### src/rtl/uart_rx_frame_ctrl.sv
// UART receive frame controller: majority-samples RX_IN around mid-bit using the
// external edge/bit counters, deserializes LSB-first and checks parity and stop.
module uart_rx_frame_ctrl #(
  parameter int DATA_WIDTH = 8
) (
  input  logic                  CLK,
  input  logic                  RST,
  input  logic                  RX_IN,
  input  logic [4:0]            Prescale,
  input  logic                  PAR_EN,
  input  logic                  PAR_TYP,
  input  logic [4:0]            edge_cnt,
  input  logic [3:0]            bit_cnt,
  output logic                  cnt_enable,
  output logic [DATA_WIDTH-1:0] P_DATA,
  output logic                  data_valid,
  output logic                  par_err,
  output logic                  stp_err
);

  typedef enum logic [2:0] {IDLE, START, DATA, PARITY, STOP, DONE} state_t;

  state_t                state_q;
  logic [4:0]            presc_q;
  logic                  par_en_q, par_typ_q;
  logic [DATA_WIDTH-1:0] shift_q, pdata_q;
  logic                  s0_q, s1_q, s2_q;
  logic                  par_flag_q;
  logic                  cnt_en_q, dv_q, perr_q, serr_q;

  logic [4:0] half;
  logic       decide, bit_v, par_exp, in_frame;
  logic [3:0] stop_idx;

  assign half     = presc_q >> 1;
  assign decide   = (edge_cnt == half + 5'd2);
  assign bit_v    = (s0_q & s1_q) | (s0_q & s2_q) | (s1_q & s2_q);
  assign par_exp  = par_typ_q ? ~^shift_q : ^shift_q;
  assign stop_idx = 4'(DATA_WIDTH + 1) + {3'b000, par_en_q};
  assign in_frame = (state_q == START) || (state_q == DATA) ||
                    (state_q == PARITY) || (state_q == STOP);

  always_ff @(posedge CLK) begin
    if (!RST) begin
      state_q    <= IDLE;
      presc_q    <= '0;
      par_en_q   <= 1'b0;
      par_typ_q  <= 1'b0;
      shift_q    <= '0;
      pdata_q    <= '0;
      s0_q       <= 1'b0;
      s1_q       <= 1'b0;
      s2_q       <= 1'b0;
      par_flag_q <= 1'b0;
      cnt_en_q   <= 1'b0;
      dv_q       <= 1'b0;
      perr_q     <= 1'b0;
      serr_q     <= 1'b0;
    end else begin
      dv_q   <= 1'b0;
      perr_q <= 1'b0;
      serr_q <= 1'b0;
      if (in_frame) begin
        if (edge_cnt == half - 5'd1) s0_q <= RX_IN;
        if (edge_cnt == half)        s1_q <= RX_IN;
        if (edge_cnt == half + 5'd1) s2_q <= RX_IN;
      end
      case (state_q)
        IDLE: if (!RX_IN) begin
          state_q   <= START;
          cnt_en_q  <= 1'b1;
          presc_q   <= Prescale;
          par_en_q  <= PAR_EN;
          par_typ_q <= PAR_TYP;
        end
        START: if (decide && bit_cnt == 4'd0) begin
          if (bit_v) begin
            state_q  <= IDLE;
            cnt_en_q <= 1'b0;
          end else begin
            state_q <= DATA;
          end
        end
        DATA: if (decide && bit_cnt != 4'd0 && bit_cnt <= 4'(DATA_WIDTH)) begin
          shift_q <= {bit_v, shift_q[DATA_WIDTH-1:1]};
          if (bit_cnt == 4'(DATA_WIDTH)) state_q <= par_en_q ? PARITY : STOP;
        end
        PARITY: if (decide && bit_cnt == 4'(DATA_WIDTH + 1)) begin
          par_flag_q <= (bit_v != par_exp);
          state_q    <= STOP;
        end
        // Strobes are registered here so they are high exactly during DONE.
        STOP: if (decide && bit_cnt == stop_idx) begin
          state_q  <= DONE;
          cnt_en_q <= 1'b0;
          serr_q   <= ~bit_v;
          perr_q   <= par_flag_q;
          if (bit_v && !par_flag_q) begin
            dv_q    <= 1'b1;
            pdata_q <= shift_q;
          end
        end
        DONE: begin
          par_flag_q <= 1'b0;
          state_q    <= IDLE;
        end
        default: state_q <= IDLE;
      endcase
    end
  end

  assign cnt_enable = cnt_en_q;
  assign P_DATA     = pdata_q;
  assign data_valid = dv_q;
  assign par_err    = perr_q;
  assign stp_err    = serr_q;

endmodule

### config.mk
export PLATFORM = sky130hd
export DESIGN_NAME = uart_rx_frame_ctrl
export DESIGN_NICKNAME = d
export VERILOG_FILES = /design/src/rtl/uart_rx_frame_ctrl.sv
export SDC_FILE = /design/constraint.sdc
export NUM_CORES = 1
export LEC_CHECK = 0
export CAP_MARGIN = 20
export CORE_UTILIZATION = 53
export DETAILED_ROUTE_END_ITERATION = 12
export PLACE_DENSITY = 0.79
export REMOVE_ABC_BUFFERS = 1
export SLEW_MARGIN = 30
export SYNTH_ARGS = -nofsm -noshare
export SYNTH_HDL_FRONTEND = slang
export SYNTH_SLANG_ARGS = --single-unit
### constraint.sdc
create_clock -name CLK -period 2.7 [get_ports CLK]
set_input_delay 0.81 -clock CLK [delete_from_list [all_inputs] [get_ports CLK]]
set_output_delay 0.81 -clock CLK [all_outputs]
set_load 0.05 [all_outputs]
# Word-level counts from Yosys, hierarchy flattened
# Cells that the tools add are included.
dict set report word_totals {
  mem_bits_rw 0
  out_inout_bits 12
  latchBits 0
  mem_count 0
  register_bits 34
  in_bits 19
  rom_bits 0
}
dict set report classes {
  reduce_logical 27
  n_addsub 4
  n_mux 18
  shifts 0
  n_eq_ne 20
  mul 0
  div 0
  order_cmp 1
  bitwise_logic 7
}
# op n
set ops {}
lappend ops {{$mux 3} 7}
lappend ops {{$eq 5x5->1} 3}
lappend ops {{$pmux 3 s5} 1}
lappend ops {{$reduce_and 2->1} 6}
lappend ops {{$ne 2x1->1 const B} 5}
lappend ops {{$eq 4x4->1 const B} 2}
lappend ops {{$reduce_xnor 8->1} 1}
lappend ops {{$reduce_xor 8->1} 1}
lappend ops {{$mux 1} 7}
lappend ops {{$eq 3x2->1 const B} 2}
lappend ops {{$eq 3x3->1 const B} 2}
lappend ops {{$logic_and 1x1->1} 6}
lappend ops {{$reduce_and 3->1} 2}
lappend ops {{$reduce_and 6->1} 1}
lappend ops {{$add 4x1->5 const B} 1}
lappend ops {{$add 4x2->5 const B} 1}
lappend ops {{$eq 5x4->1} 1}
lappend ops {{$reduce_and 5->1} 1}
lappend ops {{$sub 4x1->5 const B} 1}
lappend ops {{$add 4x1->4 const A} 1}
lappend ops {{$eq 4x4->1} 1}
lappend ops {{$le 4x4->1 const B} 1}
lappend ops {{$logic_not 4->1} 1}
lappend ops {{$ne 2x2->1 const B} 2}
lappend ops {{14 further kinds} 20}

# Depth between registers and ports, before layout
dict set report logic_depth {
  ltp_word 6
  mapped_depth 10
}

# Worst setup path after synthesis
# Ideal clock, no wire load.
dict set report synth_path {
  kind {input to register}
  startpoint {input port edge_cnt[4]}
  endpoint {register shift_q[1]}
  setup_ns 0.128
  required_time_ns 2.572
  path_stages 7
  path_slack_ns 0.299
  arrival_ns 2.274
  cell_sequence {buf_4 -> a21boi_1 -> and4b_2 -> o21ai_2 -> nor4_4 -> mux2i_1 -> nor2_1}
}
dict set report synth_between {
  elab_chain_cells 4
}
# element line_no
set synth_rtl {}
lappend synth_rtl {{start, declared} 12} ;# input logic [4:0] edge_cnt,
lappend synth_rtl {{$eq 5x5->1} 36} ;# assign decide = (edge_cnt == half + 5'd2);
lappend synth_rtl {{$logic_and 1x1->1 (2 in series)} 84} ;# DATA: if (decide && bit_cnt != 4'd0 && bit_cnt <= 4'(DATA_WIDTH)) begin
lappend synth_rtl {{$reduce_and 2->1 (no source line)} n/a}
lappend synth_rtl {{end signal, assigned} 85} ;# shift_q <= {bit_v, shift_q[DATA_WIDTH-1:1]};
lappend synth_rtl {{end, declared} 26} ;# logic [DATA_WIDTH-1:0] shift_q, pdata_q;
# Every way passes these cells.
# A chain may end at the register's enable or synchronous reset.

# Final worst setup path
dict set report layout_path {
  startpoint {input port edge_cnt[2]}
  endpoint {register pdata_q[7], in the netlist P_DATA[7]}
}
dict set report layout_between {
  elab_chain_cells 3
}
# element line_no
set layout_rtl {}
lappend layout_rtl {{$eq 5x5->1} 36}
lappend layout_rtl {{$logic_and 1x1->1} 93} ;# STOP: if (decide && bit_cnt == stop_idx) begin
lappend layout_rtl {{$reduce_and 3->1 (no source line)} n/a}
lappend layout_rtl {{end signal, assigned} 100} ;# pdata_q <= shift_q;
lappend layout_rtl {{end, declared} 26}
# Every way passes these cells.

==> results.cfg <==
[pwr]
internal_power_mw = 0.8770
p_leak_nw = 0.9468
power_mw = 1.360
pwr-share-clk_pct = 19.8
switching_share_pct = 35.51
power_switching_mw = 0.4829
seqPwrFrac_pct = 42.6
p_per_area_nw_per_um2 = 562.6
irDropWorstVdd_mv = 0.4833
combPwrFrac_pct = 37.6

[global_route]
grt_max_degree = 16
grt.total_usage_pct = 24.14
grt_pass1_vias = 1503
grt_pass1_wl_mm = 6.513
grt-ovfl-total = 0
antenna_found_initial = 0

[synthesis]
ys_top_cells_by_area = dfxtp_1 36%, mux2i_1 13%, xnor2_1 8.1%
synth_top_cell_by_area = dfxtp_1
synth_top_area_share_pct = 35.72
synth_common_cells = 33 x dfxtp_1, 27 x nor2_1, 24 x mux2i_1, 17 x xnor2_1, 11 x nand2_1
yosysMostFrequentCell = dfxtp_1
syn-instance-count = 206
synthArstFlopShare_pct = 0
synth-seq-cells = 33
synthesis.area_um2 = 1849
synth_edf_count = 0
ys_seq_area_share_pct = 35.72
avgSynthCellArea_um2 = 8.977
synth_flop_cell = dfxtp_1
ys_warn_count = 0
ys_types = 47

[status]
outcome = finished clean

[floorplanning]
start_util_pct = 55.42
rows = 21
die_h_um = 61.07
dieArea_um2 = 3730
die_w_um = 61.07
ioPinCount = 31
core_region_area_um2 = 3337

[cts]
path_clk_slew_ns = 0.11
clock-sinks = 33
cts_buffers = 5
postCtsHoldBufs = 0
cts_max_path_buffers = 2
cts_max_level = 2
cts_resized = 0
cts_tree = built
clock_latency_ns = 0.33
root_buffer = clkbuf_4
cts_setup_buffers = 0

[placed_design]
port_buffers = 29
dp.cells = 299
gp_congestion = 0.8958
dp_hpwl_mm = 3.016

[sta]
rsz0062_at_grt = false
worst_pin_slew_ns = 0.4948
setup_violations = 0
finalClockSkew_ns = 0.009668
max_freq_ghz = 0.3957
slew_headroom_pct = 66.91
fin_crit_ns = 2.527
finalCritPeriodShare_pct = 93.60
slew_viol_final = 0
hold_viol = 0

[critical_path]
cp-endpoint = P_DATA[7]
cp_max_fo = 8
worst-r2r-setup-slack_ns = 0.49
worst-endpoint-required_ns = 2.92
crit_path_start = edge_cnt[2]
r2r_start = presc_q[3]
worstSetupPathType = in -> reg
critPathArrivalTime_ns = 2.75
r2r_cells = 9
cp-end-kind = flip-flop
worstSetupStartpointType = primary input
reg2reg_to = P_DATA[7]

[route]
vias = 1624
wirelength_mm = 3.946
via_per_inst = 5.290
ant_nets = 0
firstDrtPassIters = 4
routedWlPerCell_um = 12.85
drc = 0
first_iter_violations = 129

[cells_and_area]
diodes = 0
drive_gt1_share_pct = 16.09
nets = 284
area_growth_pct = 30.72
num-fill-cells = 291
instances_no_fill = 307
final_core_util_pct = 72.44

[job]
cap_violations = 0

[hold_path]
worstHoldPathType = reg -> reg
## through the flow
stage | instance area (um^2) | hold slack, ns | setup TNS [ns] | setup slack, ns
2_1_floorplan | 1799 | 0.4265 | 0 | 0.4068
3_3_place_gp | 2362 | 0.4478 | -2.566 | -0.1628
3_5_place_dp | 2362 | 0.4470 | -3.341 | -0.1972
4_1_cts | 2417 | 0.4627 | 0 | 0.1725
5_1_grt | 2417 | 0.4998 | 0 | 0.01682
6_report | 2417 | 0.4597 | 0 | 0.1729
## sequential cells by signal, summed over array words and instances (netlist names), 3 cells and up
| name | flops |
|---|---|
| P_DATA | 8 |
| presc_q | 4 |
| shift_q | 8 |
| state_q | 3 |
## how the worst min path moves through the flow
stage	start	to	slack [ns]	depth (start not counted)
after floorplan	par_flag_q	par_err	0.43	2
after CTS	par_flag_q	par_err	0.46	2
final	par_flag_q	par_err	0.46	2
after global placement	par_flag_q	par_err	0.45	2
after global routing	par_flag_q	par_err	0.50	2
after detailed placement	par_flag_q	par_err	0.45	2
## critical path: stages
cell	delay, ns
clkdlybuf4s50_1	0.51
xnor2_1	0.28
nor3b_4	0.24
o2111ai_1	0.17
or3_1	0.34
buf_4	0.19
mux2i_1	0.16
nor2_1	0.06
## layout by cell type, fill, tap and decap left out, types with 4 or more instances in the layout
cell / n
nor3_1: 4
buf_4: 26
clkdlybuf4s50_1: 29
ha_1: 5
inv_1: 8
xnor2_1: 17
nor2b_1: 9
dfxtp_1: 33
a21oi_1: 5
nand3_1: 7
nand4_1: 4
mux2i_1: 24
o21ai_0: 6
xor2_1: 5
nand2_1: 11
nor2_1: 27
clkbuf_4: 5
## power by group through the flow
stage / sequential (mW) / clock [mW] / combinational, mW
2_1_floorplan: 0.601 / 0 / 0.292
3_3_place_gp: 0.591 / 0 / 0.498
3_5_place_dp: 0.590 / 0 / 0.508
4_1_cts: 0.578 / 0.278 / 0.511
5_1_grt: 0.586 / 0.299 / 0.563
6_report: 0.580 / 0.269 / 0.511
## cell families after synthesis
| family | after synthesis | synth area share, % |
|---|---|---|
| DFF | 33 | 35.72 |
| AOI/OAI and AO/OA | 27 | 10.08 |
| and+or+nand+nor | 76 | 22.33 |
| adders and majority gates | 6 | 3.924 |
| muxes | 24 | 12.99 |
| xor gates and xnor gates | 22 | 10.42 |
| buffers and inverters | 18 | 4.533 |
## layout make-up
class                           instances  area (um^2)  area share [%]
Timing Repair Buffer                   56        505.5           20.91
Clock buffer                            5        37.54           1.553
Tap cell                               46        57.56           2.381
Clock inverter                          3        17.52          0.7246
Multi-Input combinational cell        155         1105           45.70
Sequential cell                        33        660.6           27.33
Inverter                                9        33.78           1.398
## routing by layer
| layer | up-vias | GRT usage [%] | wire [um] |
|---|---|---|---|
| met5 | - | 0 | 0 |
| met4 | 0 | 8.766 | 72 |
| met3 | 8 | 6.933 | 192 |
| met2 | 41 | 40.37 | 1893 |
| met1 | 754 | 29.56 | 1788 |
| li1 | 821 | - | - |
(Power assumes the default switching activity.)
